--- src/rtl/eco_equiv_sweeper.sv ---
// Drives every {b,a} vector into two copies of a combinational cone and compares
// their outputs, reporting the mismatch count and the first failing vector.
module eco_equiv_sweeper #(
  parameter int W      = 4,
  parameter int SETTLE = 1
) (
  input  logic           clk,
  input  logic           rst_n,
  input  logic           start,
  input  logic           abort,
  input  logic [W-1:0]   cmp_mask,
  output logic [W-1:0]   a_o,
  output logic [W-1:0]   b_o,
  input  logic [W-1:0]   y_ref_i,
  input  logic [W-1:0]   y_rev_i,
  output logic           busy,
  output logic           done,
  output logic           aborted,
  output logic           pass,
  output logic [2*W:0]   mism_cnt,
  output logic [2*W-1:0] first_fail,
  output logic           fail_seen
);

  // state   | meaning
  // IDLE    | waiting for start; results of the last sweep held
  // DRIVE   | current vector on a_o/b_o
  // SETTLE  | waiting SETTLE cycles for the cones to resolve
  // COMPARE | compare masked outputs, advance or finish
  // DONE    | one-cycle done pulse, pass resolved
  typedef enum logic [2:0] {
    IDLE,
    DRIVE,
    SETTLE_ST,
    COMPARE,
    DONE
  } state_t;

  localparam int VW = 2 * W;
  localparam logic [VW-1:0] VEC_ONE  = {{(VW-1){1'b0}}, 1'b1};
  localparam logic [VW-1:0] VEC_LAST = '1;
  localparam logic [VW:0]   CNT_ONE  = {{VW{1'b0}}, 1'b1};
  localparam logic [3:0]    SETTLE_LOAD = (SETTLE > 0) ? 4'(SETTLE - 1) : 4'd0;

  state_t         state, state_nxt;
  logic [VW-1:0]  vec, vec_nxt, vec_inc;
  logic [W-1:0]   mask, mask_nxt;
  logic [3:0]     settle_cnt, settle_cnt_nxt;
  logic [W-1:0]   a_nxt, b_nxt;
  logic           busy_nxt, done_nxt, aborted_nxt, pass_nxt, seen_nxt;
  logic [VW:0]    mism_nxt;
  logic [VW-1:0]  first_nxt;
  logic           mismatch, sweep_abort;

  assign vec_inc     = vec + VEC_ONE;
  assign mismatch    = |((y_ref_i ^ y_rev_i) & mask);
  assign sweep_abort = abort && (state == DRIVE || state == SETTLE_ST || state == COMPARE);

  always_comb begin
    state_nxt      = state;
    vec_nxt        = vec;
    mask_nxt       = mask;
    settle_cnt_nxt = settle_cnt;
    a_nxt          = a_o;
    b_nxt          = b_o;
    busy_nxt       = busy;
    done_nxt       = 1'b0;
    aborted_nxt    = aborted;
    pass_nxt       = pass;
    mism_nxt       = mism_cnt;
    first_nxt      = first_fail;
    seen_nxt       = fail_seen;

    // Abort outranks everything, including a compare in the same cycle.
    if (sweep_abort) begin
      state_nxt   = DONE;
      busy_nxt    = 1'b0;
      done_nxt    = 1'b1;
      aborted_nxt = 1'b1;
      pass_nxt    = 1'b0;
    end else begin
      case (state)
        IDLE: begin
          if (start) begin
            state_nxt   = DRIVE;
            mask_nxt    = cmp_mask;
            vec_nxt     = '0;
            a_nxt       = '0;
            b_nxt       = '0;
            busy_nxt    = 1'b1;
            aborted_nxt = 1'b0;
            pass_nxt    = 1'b0;
            mism_nxt    = '0;
            first_nxt   = '0;
            seen_nxt    = 1'b0;
          end
        end
        DRIVE: begin
          if (SETTLE > 0) begin
            state_nxt      = SETTLE_ST;
            settle_cnt_nxt = SETTLE_LOAD;
          end else begin
            state_nxt = COMPARE;
          end
        end
        SETTLE_ST: begin
          if (settle_cnt == 4'd0) state_nxt = COMPARE;
          else settle_cnt_nxt = settle_cnt - 4'd1;
        end
        COMPARE: begin
          if (mismatch) begin
            mism_nxt = mism_cnt + CNT_ONE;
            if (!fail_seen) begin
              first_nxt = vec;
              seen_nxt  = 1'b1;
            end
          end
          if (vec == VEC_LAST) begin
            state_nxt = DONE;
            busy_nxt  = 1'b0;
            done_nxt  = 1'b1;
            pass_nxt  = (mism_nxt == '0) && !aborted;
          end else begin
            state_nxt = DRIVE;
            vec_nxt   = vec_inc;
            a_nxt     = vec_inc[W-1:0];
            b_nxt     = vec_inc[VW-1:W];
          end
        end
        DONE:    state_nxt = IDLE;
        default: state_nxt = IDLE;
      endcase
    end
  end

  always_ff @(posedge clk or negedge rst_n) begin
    if (!rst_n) begin
      state      <= IDLE;
      vec        <= '0;
      mask       <= '0;
      settle_cnt <= '0;
      a_o        <= '0;
      b_o        <= '0;
      busy       <= 1'b0;
      done       <= 1'b0;
      aborted    <= 1'b0;
      pass       <= 1'b0;
      mism_cnt   <= '0;
      first_fail <= '0;
      fail_seen  <= 1'b0;
    end else begin
      state      <= state_nxt;
      vec        <= vec_nxt;
      mask       <= mask_nxt;
      settle_cnt <= settle_cnt_nxt;
      a_o        <= a_nxt;
      b_o        <= b_nxt;
      busy       <= busy_nxt;
      done       <= done_nxt;
      aborted    <= aborted_nxt;
      pass       <= pass_nxt;
      mism_cnt   <= mism_nxt;
      first_fail <= first_nxt;
      fail_seen  <= seen_nxt;
    end
  end

endmodule

--- config.mk ---
export PLATFORM = sky130hd
export DESIGN_NAME = eco_equiv_sweeper
export DESIGN_NICKNAME = d
export VERILOG_FILES = /design/src/rtl/eco_equiv_sweeper.sv
export SDC_FILE = /design/constraint.sdc
export NUM_CORES = 1
export LEC_CHECK = 0
export CORE_UTILIZATION = 46
export DETAILED_ROUTE_END_ITERATION = 8
export PLACE_DENSITY = 0.86
export SLEW_MARGIN = 40
export SYNTH_ARGS = -nofsm -noshare
export SYNTH_HDL_FRONTEND = slang
export SYNTH_SLANG_ARGS = --single-unit
--- constraint.sdc ---
create_clock -name clk -period 2 [get_ports clk]
set_clock_uncertainty 0.15 [all_clocks]
set_input_delay 0.2 -clock clk [delete_from_list [all_inputs] [get_ports clk]]
set_output_delay 0.2 -clock clk [all_outputs]
set_load 0.02 [all_outputs]
==> impl_metrics.ini, run 1 <==
[outcome]
status = completed

[finish]
nets = 326
antennaDiodeCount = 0
multi_input_comb_area_um2 = 1155
final_cells = 360
regArea_um2 = 1028
final_layout_size_suffix_gt1_share_pct = 26.62
final.fill_count = 314
area_growth_pct = 46.87

[floorplan]
ioPinCount = 46
dieArea_um2 = 5020
dieWidth_um = 70.86
core-area_um2 = 4444
initial_core_util_pct = 49.07
num_rows = 24
die_height_um = 70.86

[timing]
worstMarginPinSlew_ns = 0.6621
slew_headroom_pct = 55.86
slew_violations = 0
finalHoldViolations = 0
whs_ns = 0.3142
timing.fmax_mhz = 503.5
rsz0062_at_grt = yes
setup_violations = 0
finalCritPeriodShare_pct = 99.31
period_minus_slack_ns = 1.986

[worst_setup_path]
crit_start = state[0]$_DFFE_PN0P_
start_kind = flip-flop
r2r_cells = 6
cp.required_ns = 2.06
timing.rr.start = state[0]$_DFFE_PN0P_
cp-endpoint = vec[7]$_DFFE_PN0P_
rr_endpoint = vec[7]$_DFFE_PN0P_
ff2ff_setup_slack_ns = 0.01
critPathKind = reg -> reg
critical_path_arrival_ns = 2.04
critical_path.endpoint_type = flip-flop
worstPathMaxFanout = 3

[clock_tree]
cts.root.buffer_cell = clkbuf_8
htree_num_levels = 2
clk_pin_slew_ns = 0.09
cts_tree = done
clkLatencyLatePin_ns = 0.31
clock_sinks = 41
cts_buffer_depth = 2
cts-buffers-inserted = 5

[global_routing]
grt_max_degree = 31
grt_pass1_vias = 1942
grt_pass1_wl_um = 8894
grt_usage_pct = 22.95
antenna_found_initial = 0
grt_overflow = 0

[yosys]
synth-edff-count = 0
ys_warn_count = 0
syn_avg_cell_area_um2 = 10.00
synth_cells = 218
async_reset_ff_share_pct = 100.0
ys.flop_type = dfrtp_1
seq_area_frac_synth_pct = 47.05
synth_nets = 237
synth_cell_types = 46
ys_ff_latch = 41
netlist_area_um2 = 2181

[placed_design]
hpwl_um = 4013
io_buffers = 45
gp_congestion = 0.9304
placedCellCount = 345

[detailed_routing]
viasPerCell = 5.758
ant_nets = 0
wl_per_cell_um = 16.70
drtIter0Drc = 225
via_count = 2073
drc = 0
routed_wl_um = 6011
drt_first_pass_iters = 6

[min_path]
hp-class = in -> async

[pwr]
irDropWorstVdd_mv = 0.5060
p_leak_nw = 1.424
power_density_nw_per_um2 = 1010

[job]
drv_cap = 0
## metal layers
metal | wire (µm) | vias to the layer above | track usage [%]
li1 | - | 973 | -
met1 | 2500 | 996 | 31.29
met2 | 2957 | 82 | 35.90
met3 | 349 | 22 | 5.128
met4 | 204 | 0 | 8.889
met5 | 0 | - | 0
## area by class of cell
class	instances	area share [%]
inverter	5	0.5859
tap	52	2.031
sequential	41	32.11
timing repair buffer	91	25.47
clock inverter	2	1.172
clock buffer	6	2.578
multi-input combinational	163	36.05
## how the worst min path moves through the flow
stage | startpoint | endpoint | slack [ns]
2_1_floorplan | rst_n | a_o[0]$_DFFE_PN0P_ | -0.25
3_3_place_gp | rst_n | first_fail[3]$_DFFE_PN0P_ | 0.12
3_5_place_dp | rst_n | first_fail[3]$_DFFE_PN0P_ | 0.13
4_1_cts | rst_n | settle_cnt[1]$_DFFE_PN0P_ | 0.34
5_1_grt | cmp_mask[2] | mask[2]$_DFFE_PN0P_ | 0.36
6_report | rst_n | settle_cnt[1]$_DFFE_PN0P_ | 0.31
## cells by family (layout without fill, tap and decap cells)
logic type	Yosys count	in the layout	synth area share, %
and+or+nand+nor	77	77	18.82
AOI/OAI and AO/OA	61	61	20.08
DFF	41	41	47.05
xor gates and xnor gates	16	16	6.426
buffers and inverters	14	104	2.869
muxes	6	6	3.041
adders and majority gates	3	3	1.721
## through the flow
stage / total power [W] / worst slack (ns) / instance area [µm²] / setup TNS (ns) / utilization (%)
floorplan: 0.001824 / 0.01089 / 2188 / 0 / -
global placement: 0.002297 / -0.2984 / 2954 / -5.108 / 66.47
detailed placement: 0.002351 / -0.3685 / 2954 / -5.897 / 66.47
CTS: 0.003078 / 0.01842 / 3094 / 0 / 69.62
global route: 0.003429 / -0.09036 / 3203 / -0.7226 / 72.07
finish: 0.003236 / 0.01376 / 3203 / 0 / 72.07
## synthesized netlist by cell type (3+ instances only)
master | instances | area [µm²]
a31oi_1 | 4 | 25.02
nand2b_1 | 4 | 25.02
xnor2_1 | 8 | 70.07
nand3_1 | 8 | 40.04
xor2_1 | 8 | 70.07
a21o_1 | 3 | 22.52
inv_1 | 5 | 18.77
buf_2 | 8 | 40.04
a21oi_1 | 11 | 55.05
nand2_1 | 23 | 86.33
a211oi_1 | 3 | 22.52
ha_1 | 3 | 37.54
nor2_1 | 17 | 63.81
nor3_1 | 5 | 25.02
mux2_2 | 5 | 56.30
dfrtp_1 | 41 | 1026
o31ai_1 | 7 | 52.55
a22o_1 | 11 | 96.34
o21ai_0 | 11 | 55.05
## report_power, final
group | switching [W] | internal (W)
combinational | 0.000765 | 0.000675
sequential | 0.000114 | 0.000972
clock | 0.000304 | 0.000406
## registers in the layout, summed over array words and instances (netlist names)
name	cells
done	1
busy	1
state	3
vec	2
aborted	1
mask	4
mism_cnt	9
settle_cnt	4
fail_seen	1
first_fail	8
pass	1
b_o	3
a_o	3
## worst max-delay path, stage by stage (launching register included)
cell	delay, ns
dfrtp_1	0.38
or3b_4	0.43
a21o_1	0.25
a2111oi_4	0.26
nand3_1	0.14
xor2_1	0.21
nor2_2	0.05
## timing repair
item | in CTS | in global routing
hold buffers | 1 | 0
pin swaps | 1 | 10
resized for setup | 2 | 11
buffers inserted | 0 | 6
hold endpoints to repair | 28 | 0
endpoints found under the setup margin | 2 | 15
## layout by cell type (no fill, tap or decap), types with 8 or more instances in the layout
cell,Yosys,layout
buf_4,0,44
clkdlybuf4s50_1,0,40
dfrtp_1,41,39
nand2_1,23,22
nor2_1,17,17
o21ai_0,11,11
a22o_1,11,11
a21oi_1,11,10
xor2_1,8,8
xnor2_1,8,8
Note: power is estimated with default switching activity, not from simulation.
==> run 2: changes to the inputs <==
- CAP_MARGIN: not set -> 20
- CORE_UTILIZATION: 46 -> 55
- DONT_BUFFER_PORTS: not set -> 1
- PLACE_DENSITY: 0.86 -> 0.83
- SLEW_MARGIN: 40 -> not set
==> impl_metrics.ini, run 2 (same netlist as run 1, synthesis figures left out) <==
[worst_setup_path]
crit_start = state[0]$_DFFE_PN0P_
path_cells = or3b_4 -> a21oi_2 -> nand2_4 -> nor3_4 -> buf_4 -> a22o_1
timing.rr.start = state[0]$_DFFE_PN0P_
worstPathMaxFanout = 5
max_stage_delay_ns = 0.42
cp_slowest_cell = or3b_4
critPathKind = reg -> reg
critical_path_arrival_ns = 2.04
cp.required_ns = 2.09
start_kind = flip-flop
critical_path.endpoint_type = flip-flop

[detailed_routing]
drtIter0Drc = 163
ant_nets = 0
via_count = 1852
drc = 0
routed_wl_um = 5027
wl_per_cell_um = 16.16
viasPerCell = 5.955
drt_first_pass_iters = 4

[floorplan]
initial_core_util_pct = 58.26
dieArea_um2 = 4221
core-area_um2 = 3744
die_height_um = 64.97
num_rows = 22
dieWidth_um = 64.97
ioPinCount = 46

[timing]
period_minus_slack_ns = 1.951
slew_headroom_pct = 67.01
setup_violations = 0
worstMarginPinSlew_ns = 0.4897
whs_ns = 0.03249
rsz0062_at_grt = yes
finalCritPeriodShare_pct = 97.55
fin_setup_tns_ns = 0
finalHoldViolations = 0
timing.fmax_mhz = 512.6
slew_violations = 0

[placed_design]
post_dp_cell_area_um2 = 2466
gp_congestion = 0.9089
placedCellCount = 291
hpwl_um = 3518
io_buffers = 0

[global_routing]
grt_overflow = 0
grt_pass1_vias = 1801
grt_usage_pct = 25.44
grt_pass1_wl_um = 8086
grt_max_degree = 42
antenna_found_initial = 0

[pwr]
irDropWorstVdd_mv = 0.8003
power_density_nw_per_um2 = 1023
p_leak_nw = 1.204

[clock_tree]
clkLatencyLatePin_ns = 0.30
clk_pin_slew_ns = 0.07
cts_buffer_depth = 2
htree_num_levels = 2
cts_tree = done
clock_sinks = 41
cts.root.buffer_cell = clkbuf_8
cts-buffers-inserted = 5

[finish]
final_cells = 311
final_layout_size_suffix_gt1_share_pct = 29.28
area_growth_pct = 25.36
mostFrequentLayoutCell = dfrtp_1
reg_top3 = mism_cnt (9), first_fail (8)
top_register = mism_cnt
antennaDiodeCount = 0
final_cell_mix = dfrtp_1, buf_4, nand2_1
nets = 281
design_area_um2 = 2734
largest_reg_flops = 9

[min_path]
hp-class = in -> reg
hold_start = start

[outcome]
status = completed

[job]
drv_cap = 0
[run 2: changes by cell type in the layout (fill, tap and decap cells not counted), moves of 2 or more]
cell             delta
clkinv_2            +2
clkdlybuf4s50_1    -40
dlymetal6s2s_1      -4
buf_6               +3
buf_4               -8
dlygate4sd3_1       +5
[run 2: layout make-up]
type                            instances  area (µm²)
Clock buffer                            6       72.57
Clock inverter                          2       10.01
Sequential cell                        41        1030
Inverter                                5       18.77
Fill cell                             278        1010
Multi-Input combinational cell        163        1159
Timing Repair Buffer                   46       384.1
Tap cell                               48       60.06
[run 2: timing repair]
| action | in CTS | in global routing |
|---|---|---|
| endpoints found under the hold margin | 47 | 0 |
| pin swaps | 1 | 5 |
| setup endpoints to repair | 1 | 12 |
| setup buffers | 0 | 5 |
| hold buffers | 7 | 0 |
| resized for setup | 0 | 14 |
| cloned | 0 | 0 |
[run 2: power breakdown]
| part | total (W) | internal, W | switching (W) |
|---|---|---|---|
| clock | 0.000524 | 0.000242 | 0.000282 |
| sequential | 0.00115 | 0.000973 | 0.000176 |
| combinational | 0.00112 | 0.000510 | 0.000614 |
| total | 0.00280 | 0.00172 | 0.00107 |
[run 2: worst paths after layout]
kind                                              to  slack (ns)  depth (start not counted)
setup / recovery           first_fail[3]$_DFFE_PN0P_        0.05                          6
hold / removal                      busy$_DFFE_PN0P_        0.03                          4
setup reg to reg           first_fail[3]$_DFFE_PN0P_        0.05                          6
hold reg to reg            settle_cnt[1]$_DFFE_PN0P_        0.36                          2
max in group asynchronous       state[2]$_DFFE_PN0P_        1.28                          2
min in group asynchronous         vec[7]$_DFFE_PN0P_        0.20                          2
[run 2: worst max-delay path: cells and delay by family, from the launching register on]
kind / cells / cell delay, ns
AND/OR/NAND/NOR: 3 / 0.76
flip-flops: 1 / 0.39
buffers and inverters: 1 / 0.17
AO/OA/AOI/OAI: 2 / 0.42
[run 2: routing by layer]
layer  vias up  GRT usage [%]  routed length [µm]
met2        62          41.80                2392
met4         0          10.56                 145
met3        15          8.451                 323
met1       895          30.32                2166
li1        880              -                   -
met5         -              0                   0
[run 2: per-stage QoR]
stage	total power [W]	utilization, %	setup WS, ns
3_3_place_gp	0.002111	65.88	0.03936
4_1_cts	0.002694	70.22	0.02151
5_1_grt	0.002993	73.03	-0.08087
2_1_floorplan	0.001824	-	0.01089
6_report	0.002797	73.03	0.04897
3_5_place_dp	0.002148	65.88	-0.01769
==> run 3: changes to the inputs <==
- ABC_AREA: not set -> 1
- CORE_UTILIZATION: 55 -> 57
- GPL_ROUTABILITY_DRIVEN: not set -> 0
- PLACE_DENSITY: 0.83 -> 0.85
==> impl_metrics.ini, run 3 <==
[detailed_routing]
drc = 0
routed_wl_um = 5401
via_count = 2045
wl_per_cell_um = 14.36
ant_nets = 0
drtIter0Drc = 227
drt_first_pass_iters = 4
viasPerCell = 5.439

[pwr]
finalPower_w = 0.003568
irDropWorstVdd_mv = 0.7622
p_leak_nw = 1.330
power_density_nw_per_um2 = 1361

[timing]
timing.fmax_mhz = 504.9
finalHoldViolations = 0
slew_headroom_pct = 75.96
worstMarginPinSlew_ns = 0.3606
slew_violations = 0
period_minus_slack_ns = 1.981
finalCritPeriodShare_pct = 99.03
setup_violations = 0
fin_ws_ns = 0.01949

[yosys]
synth_xor_area_share_pct = 2.320
synth_top_family_by_area = simple AND/OR/NAND/NOR gates
ys_warn_count = 0
synth-edff-count = 0
seq_area_frac_synth_pct = 45.30
synthMuxAreaShare_pct = 0
synth_adder_area_share_pct = 1.657
ys_ff_latch = 41
synth_nets = 316
synth_commonest_cells = nand2_1, dfrtp_1, inv_1
synth_area_leaders = dfrtp_1, nand2_1, nand3_1
synth_top_area_cell = dfrtp_1
ys.flop_type = dfrtp_1
synth_cell_types = 25
synth_top_cell_area_share_pct = 45.30
yosysMostFrequentCell = nand2_1
synth_cells = 297
async_reset_ff_share_pct = 100.0
syn_avg_cell_area_um2 = 7.625
synth_compound_area_share_pct = 8.895
yosys.area_share.simple_pct = 34.20
netlist_area_um2 = 2265

[global_routing]
grt_max_degree = 42
grt_util_met1_pct = 32.34
use_met3_pct = 5.810
grt_usage_pct = 28.44
grt_pass1_wl_um = 8894
antenna_found_initial = 0
grt_overflow = 0
top_usage_layer = met2
grtUsageMet2_pct = 51.30
grt_pass1_vias = 1947

[worst_setup_path]
ff2ff_setup_slack_ns = 0.02
cp.buffers_inverters = 0
critical-path-top-delay-family = simple AND/OR/NAND/NOR gates
cp.required_ns = 2.04
max_stage_delay_ns = 0.36
critical_path_arrival_ns = 2.02
worstPathMaxFanout = 7
critPathKind = reg -> reg
cp_slowest_cell = dfrtp_1
start_kind = flip-flop
path_cells = ha_2 -> nand3_2 -> nor2_4 -> nand2_2 -> o21ai_4 -> nor2_8 -> nand2_1 -> xor2_1 -> nor2_1
critical_path.endpoint_type = flip-flop

[clock_tree]
cts_tree = done
clk_pin_slew_ns = 0.09
cts_buffer_depth = 2
htree_num_levels = 2
cts-buffers-inserted = 5
clock_sinks = 41
clkLatencyLatePin_ns = 0.31
cts.root.buffer_cell = clkbuf_8

[placed_design]
placedCellCount = 359
post_dp_cell_area_um2 = 2430
io_buffers = 0
pre_cts_ws_ns = 0.2035
hpwl_um = 3924

[finish]
final.fill_count = 312
top_register = mism_cnt
final_cells = 376
reg_top3 = mism_cnt (9), first_fail (8)
largest_reg_flops = 9
final_layout_size_suffix_gt1_share_pct = 15.85
mostFrequentLayoutCell = nand2_1
area_growth_pct = 15.80
final_cell_mix = nand2_1, dfrtp_1, inv_1
nets = 346
antennaDiodeCount = 0
design_area_um2 = 2623

[floorplan]
dieArea_um2 = 4229
die_height_um = 65.03
core-area_um2 = 3744
initial_core_util_pct = 60.49
dieWidth_um = 65.03
ioPinCount = 46
num_rows = 22

[job]
drv_cap = 0

[min_path]
hp-class = in -> reg

[outcome]
status = completed
[run 3: cell types whose count changed in the layout (fill, tap and decap cells not counted), sizes merged, moves of 5 or more]
cell	delta
a21oi	-5
a22o	-11
o21ai	+5
o22ai	+6
mux2	-5
xnor2	-7
buf	-21
nor2	+12
nand2	+74
inv	+37
nand3	+25
[run 3: cell families after synthesis]
| kind of cell | Yosys count |
|---|---|
| and+or+nand+nor | 169 |
| xor gates and xnor gates | 6 |
| buffers and inverters | 44 |
| AOI/OAI and AO/OA | 34 |
| DFF | 41 |
| adders and majority gates | 3 |
[run 3: layer usage]
layer | vias to the layer above | routed length [µm]
met1 | 963 | 2224
met3 | 16 | 275
met5 | - | 0
met2 | 59 | 2750
li1 | 1007 | -
met4 | 0 | 150
[run 3: worst paths after layout]
kind,start,end,cells after the start
setup / recovery,a_o[1]$_DFFE_PN0P_,b_o[1]$_DFFE_PN0P_,9
hold / removal,abort,state[1]$_DFFE_PN0P_,3
setup reg to reg,a_o[1]$_DFFE_PN0P_,b_o[1]$_DFFE_PN0P_,9
hold reg to reg,mask[1]$_DFFE_PN0P_,mask[1]$_DFFE_PN0P_,2
max in group asynchronous,rst_n,settle_cnt[2]$_DFFE_PN0P_,2
min in group asynchronous,rst_n,vec[7]$_DFFE_PN0P_,2
[run 3: layout make-up]
cell class	count	area (µm²)	share of cell area, %
multi-input combinational	212	1069	40.74
sequential	41	1027	39.17
timing repair buffer	25	215.2	8.206
inverter	42	157.7	6.011
clock buffer	5	68.82	2.624
tap	48	60.06	2.290
clock inverter	3	25.02	0.9542
[run 3: metrics by stage]
step	hold slack, ns	TNS [ns]	utilization (%)
final	0.04588	0	70.05
after global routing	0.07399	-0.002933	70.05
after CTS	0.03653	0	69.55
after global placement	-0.2449	0	64.91
after detailed placement	-0.2448	0	64.91
after floorplan	-0.2456	0	-
[run 3: report_power, final]
part / switching (W) / internal (W) / leakage, nW
Combinational: 0.00106 / 0.000590 / 0.736
Clock: 0.000331 / 0.000252 / 0.0447
Sequential: 0.000286 / 0.00105 / 0.549
[run 3: what timing repair did]
item                                    CTS  global route
gates resized for setup                   0             2
endpoints found under the hold margin    46             0
hold buffers                              7             0
buffers inserted                          0             2
endpoints found under the setup margin    0             2
[run 3: tightest hold or removal path, stage by stage]
cell and delay (ns):
inv_1 0.07, nor2_2 0.09, nor2_1 0.10
